--- src/rtl/pipe_ctrl_pipeline.sv ---
// rtl/pipe_ctrl_pipeline.sv - ID/EX, EX/MEM, MEM/WB control registers with bubble insertion and debug counters
module pipe_ctrl_pipeline #(
  parameter int          CW     = 16,
  parameter logic [4:0]  JAL_RN = 5'd31
) (
  input  logic          clock,
  input  logic          reset,
  input  logic          dvalid,
  input  logic          wpcir,
  input  logic          dwreg,
  input  logic          dm2reg,
  input  logic          dwmem,
  input  logic          daluimm,
  input  logic          dshift,
  input  logic          djal,
  input  logic [3:0]    daluc,
  input  logic [4:0]    drn,
  input  logic          clr_cnt,
  output logic          ewreg,
  output logic          em2reg,
  output logic          ewmem,
  output logic          ealuimm,
  output logic          eshift,
  output logic          ejal,
  output logic [3:0]    ealuc,
  output logic [4:0]    ern,
  output logic          evalid,
  output logic          mwreg,
  output logic          mm2reg,
  output logic          mwmem,
  output logic          mvalid,
  output logic [4:0]    mrn,
  output logic          wwreg,
  output logic          wm2reg,
  output logic          wvalid,
  output logic [4:0]    wrn,
  output logic [CW-1:0] stall_cnt,
  output logic [CW-1:0] retire_cnt
);

  // A real, unstalled decode slot is the only thing that enters E; anything else is a bubble
  logic take;
  assign take = dvalid & wpcir;

  // ID/EX register: capture decoded controls or insert a bubble
  always_ff @(posedge clock or posedge reset) begin
    if (reset) begin
      ewreg   <= 1'b0;
      em2reg  <= 1'b0;
      ewmem   <= 1'b0;
      ealuimm <= 1'b0;
      eshift  <= 1'b0;
      ejal    <= 1'b0;
      ealuc   <= 4'd0;
      ern     <= 5'd0;
      evalid  <= 1'b0;
    end else if (take) begin
      ewreg   <= dwreg;
      em2reg  <= dm2reg;
      ewmem   <= dwmem;
      ealuimm <= daluimm;
      eshift  <= dshift;
      ejal    <= djal;
      ealuc   <= daluc;
      ern     <= djal ? JAL_RN : drn;
      evalid  <= 1'b1;
    end else begin
      ewreg   <= 1'b0;
      em2reg  <= 1'b0;
      ewmem   <= 1'b0;
      ealuimm <= 1'b0;
      eshift  <= 1'b0;
      ejal    <= 1'b0;
      ealuc   <= 4'd0;
      ern     <= 5'd0;
      evalid  <= 1'b0;
    end
  end

  // EX/MEM register: never freezes, so bubbles flow straight through
  always_ff @(posedge clock or posedge reset) begin
    if (reset) begin
      mwreg  <= 1'b0;
      mm2reg <= 1'b0;
      mwmem  <= 1'b0;
      mrn    <= 5'd0;
      mvalid <= 1'b0;
    end else begin
      mwreg  <= ewreg;
      mm2reg <= em2reg;
      mwmem  <= ewmem;
      mrn    <= ern;
      mvalid <= evalid;
    end
  end

  // MEM/WB register: register-file write controls for the W stage
  always_ff @(posedge clock or posedge reset) begin
    if (reset) begin
      wwreg  <= 1'b0;
      wm2reg <= 1'b0;
      wrn    <= 5'd0;
      wvalid <= 1'b0;
    end else begin
      wwreg  <= mwreg;
      wm2reg <= mm2reg;
      wrn    <= mrn;
      wvalid <= mvalid;
    end
  end

  // Saturating debug counters; clear wins over a same-cycle increment
  always_ff @(posedge clock or posedge reset) begin
    if (reset) begin
      stall_cnt  <= '0;
      retire_cnt <= '0;
    end else if (clr_cnt) begin
      stall_cnt  <= '0;
      retire_cnt <= '0;
    end else begin
      if (!wpcir && stall_cnt != '1)
        stall_cnt <= stall_cnt + CW'(1);
      if (wvalid && retire_cnt != '1)
        retire_cnt <= retire_cnt + CW'(1);
    end
  end

endmodule

--- config.mk ---
export PLATFORM = sky130hd
export DESIGN_NAME = pipe_ctrl_pipeline
export DESIGN_NICKNAME = d
export VERILOG_FILES = /design/src/rtl/pipe_ctrl_pipeline.sv
export SDC_FILE = /design/constraint.sdc
export NUM_CORES = 1
export LEC_CHECK = 0
export CAP_MARGIN = 20
export CORE_MARGIN = 2
export CORE_UTILIZATION = 42
export CTS_CLUSTER_DIAMETER = 100
export CTS_CLUSTER_SIZE = 25
export DETAILED_ROUTE_END_ITERATION = 7
export PLACE_DENSITY = 0.83
export RECOVER_POWER = 100
export SYNTH_ARGS = -nofsm -noshare
export SYNTH_HDL_FRONTEND = slang
export SYNTH_SLANG_ARGS = --single-unit
--- constraint.sdc ---
create_clock -name clock -period 2.2 [get_ports clock]
set_input_delay 0.44 -clock clock [delete_from_list [all_inputs] [get_ports clock]]
set_output_delay 0.44 -clock clock [all_outputs]
set_load 0.01 [all_outputs]
==> results.py <==
metrics = {
    "finish": {
        "fillerInstances": 516,
        "register_area_um2": 1630,
        "drive_gt1_share_pct": 9.35,
        "area.growth.synth_to_final_pct": 41.0,
        "antenna-diode-count": 0,
        "final_net_count": 371,
        "multi_input_area_um2": 1060,
        "final_area_um2": 3890,
    },
    "worst_setup_path": {
        "worstPathCellList": "dlygate4sd3_1 > and4b_1 > nand3_1 > or4_1 > a21oi_1",
        "worstPathRequired_ps": 2460,
        "count_of_cells_along_the_worst_register_to_register_path": 5,
        "criticalPathCategory": "in2reg",
        "cp.buffers_inverters": 1,
        "timing.rr.end": "retire_cnt[12]",
        "worst-path-max-fanout": 7,
        "slowest_stage": "sky130_fd_sc_hd__dlygate4sd3_1",
        "r2r_start": "retire_cnt[0]",
        "critical_path.max_stage_delay_ps": 580,
        "worst_ep_arrival_time_ps": 2230,
        "reg2reg_slack_ps": 310,
        "critPathCaptureType": "flop",
        "crit_path_start_kind": "input port",
        "crit_family": "simple AND/OR/NAND/NOR gates",
    },
    "detailed_routing": {
        "drt.antenna.violating_nets": 0,
        "post_drt_via_cell_ratio": 5.55,
        "firstDrtPassIters": 5,
        "drt_iter0_drc": 84,
        "detail_route.wl_per_cell_um": 15.4,
        "route.final.wire_length_um": 6610,
        "drt_drc_violations_left": 0,
        "overall_via_count_from_detail_route": 2385,
    },
    "synth": {
        "netlist.top_cell.by_area": "sky130_fd_sc_hd__dfrtp_1",
        "ys_top_cells_by_count": "sky130_fd_sc_hd__dfrtp_1 (65), sky130_fd_sc_hd__nor2_1 (24), sky130_fd_sc_hd__a21oi_1 (19), sky130_fd_sc_hd__nand2_1 (17)",
        "netlist_instances": 252,
        "synth_top_flop_cell": "sky130_fd_sc_hd__dfrtp_1",
        "synthesis.yosys.warnings": 0,
        "synth-edff-count": 0,
        "yosysSeqAreaShare_pct": 59.0,
        "synth.ff_latch_count": 65,
        "post_synth_num_cell_types": 39,
        "synthesis.nets": 274,
        "asyncSetResetFlopFracSynth_pct": 100,
        "synth_area_leaders": "sky130_fd_sc_hd__dfrtp_1 (59%), sky130_fd_sc_hd__a21oi_1 (3.4%), sky130_fd_sc_hd__nor2_1 (3.3%), sky130_fd_sc_hd__and3_1 (2.5%), sky130_fd_sc_hd__o31ai_1 (2.4%)",
        "synth.top_cell.area_share_pct": 59.0,
        "mappedNetlistArea_um2": 2760,
        "yosysMostFrequentCell": "sky130_fd_sc_hd__dfrtp_1",
        "syn_avg_cell_area_um2": 10.9,
    },
    "sta": {
        "holdWs_ps": 370,
        "maximum_clock_rate_mhz": 507,
        "slew_headroom_pct": 4.71,
        "fin_hold_viols": 0,
        "timing_worst_slew_pin_value_ps": 1430,
        "timing.final.crit_share_pct": 89.6,
        "setup_viol_count_final": 0,
        "final.min_clock_period_ps": 1970,
        "finalClockSkew_ps": 9.84,
        "setup_tns_ps": 0,
        "rsz_0062_raised_after_global_routing": "false",
        "final-max-slew-violation-count": 0,
    },
    "hold_path": {
        "hold_path_startpoint": "ern[2]",
        "worst_min_delay_path_endpoint": "mrn[2]",
        "hold_path_stages": 0,
        "hold_path.class": "reg2reg",
    },
    "placed_design": {
        "port_buffers": 84,
        "routabilityCongestion": 0.805,
        "detailed_place.area_um2": 3750,
        "dp.final_hpwl_um": 4730,
    },
    "die": {
        "core_area_um2": 6350,
        "floorplan.die_area_um2": 7230,
        "dieWidth_um": 85.1,
        "initial_core_util_pct": 43.4,
        "io_pins": 85,
        "die_height_um": 85.1,
        "std_cell_rows": 29,
    },
    "clock_tree": {
        "cts-root-buf": "sky130_fd_sc_hd__clkbuf_8",
        "cts_tree": "yes",
        "clk_transition_reported_paths_ps": 70,
        "cts_hold_buf": 0,
        "cts_setup_buffers": 0,
        "tritoncts_buffer_count": 9,
        "cts-root-to-sink-buffers": 2,
        "postCtsResizedCells": 0,
        "cts.sinks": 65,
        "worst_skew_pair.late_latency_ps": 330,
        "ctsHtreeMaxLevel": 3,
    },
    "grt": {
        "global_route.overflow_total": 0,
        "global_route_wire_length_before_repair_um": 11100,
        "grt_max_degree": 66,
        "global_route.usage.total_pct": 19.4,
        "grt_pass1_vias": 2274,
        "grt_antenna_before_repair": 0,
    },
    "pwr": {
        "cellPowerDensity_nw_per_um2": 593,
        "power_mw": 2.30,
        "irDropWorstVdd_mv": 0.478,
        "cellLeakagePower_nw": 1.83,
    },
    "outcome": {
        "outcome": "finished clean",
    },
    "job": {
        "max-cap-violations": 0,
    },
}
==> kinds of logic after synthesis <==
group	share of synthesized area [%]
AO/OA/AOI/OAI	12.3
buffers and inverters	2.22
flip-flops	59.0
adder cells (fa/ha/maj)	0.907
AND/OR/NAND/NOR	22.4
multiplexers	3.17
==> flip-flops by register name, summed over array words and instances (netlist names) <==
register / cells
retire_cnt: 16
stall_cnt: 16
ern: 5
mrn: 5
wrn: 5
ealuc: 4
ealuimm: 1
ejal: 1
em2reg: 1
eshift: 1
evalid: 1
ewmem: 1
ewreg: 1
mm2reg: 1
mvalid: 1
mwmem: 1
mwreg: 1
wm2reg: 1
wvalid: 1
wwreg: 1
==> worst max-delay path by stage <==
| stage | slack [ps] | start | depth (start not counted) | to |
|---|---|---|---|---|
| CTS | 330 | retire_cnt[0] | 6 | retire_cnt[0] |
| global route | 140 | wpcir | 5 | stall_cnt[15] |
| finish | 230 | wpcir | 5 | stall_cnt[15] |
| detailed placement | 20 | wpcir | 5 | stall_cnt[15] |
| floorplan | 130 | reset | 1 | ealuc[0] |
| global placement | 90 | wpcir | 5 | stall_cnt[15] |
==> routing by layer <==
metal,vias up,routed length [um],track usage [%]
met3,5,533,8.75
met1,1153,2710,24.5
met5,-,0,0
li1,1135,-,-
met2,92,3330,30.6
met4,0,38,5.19
==> layout by cell type, fill, tap and decap left out, drive strengths merged, types with 2 or more instances in the layout <==
cell and count:
clkdlybuf4s50 18, inv 6, dfrtp 65, o21ai 8
nand2 17, and3 12, clkinv 5, and4 3
nor4 2, mux2i 2, a211oi 3, or3 7
nor2 24, nor2b 7, ha 2, nand4 10
mux2 6, buf 8, o31ai 9, nor3 3
or4 9, o311ai 4, clkbuf 11, a31oi 2
nand3 11, dlygate4sd3 66, a21oi 19, clkinvlp 2
o41ai 4
==> through the flow <==
stage               util [%]  setup slack (ps)  std cells
floorplan                  -               134        252
global placement        59.0              88.7        415
detailed placement      59.0              17.6        415
CTS                     61.7               330        430
global route            61.2               140        430
finish                  61.2               228        430
==> power by group <==
group          total [mW]  switching, mW  leakage [nW]  internal, mW
registers            1.24         0.0178         0.883          1.23
clock network       0.880          0.474        0.0813         0.405
logic               0.181         0.0902         0.861        0.0907
==> layout make-up <==
cell class                      count  share of cell area, %
Inverter                            7                  0.676
Sequential cell                    65                   41.8
Clock inverter                      6                   1.19
Clock buffer                        9                   3.19
Multi-Input combinational cell    172                   27.3
Tap cell                           77                   2.48
Timing Repair Buffer               94                   23.3
Note: power is estimated with default switching activity, not from simulation.
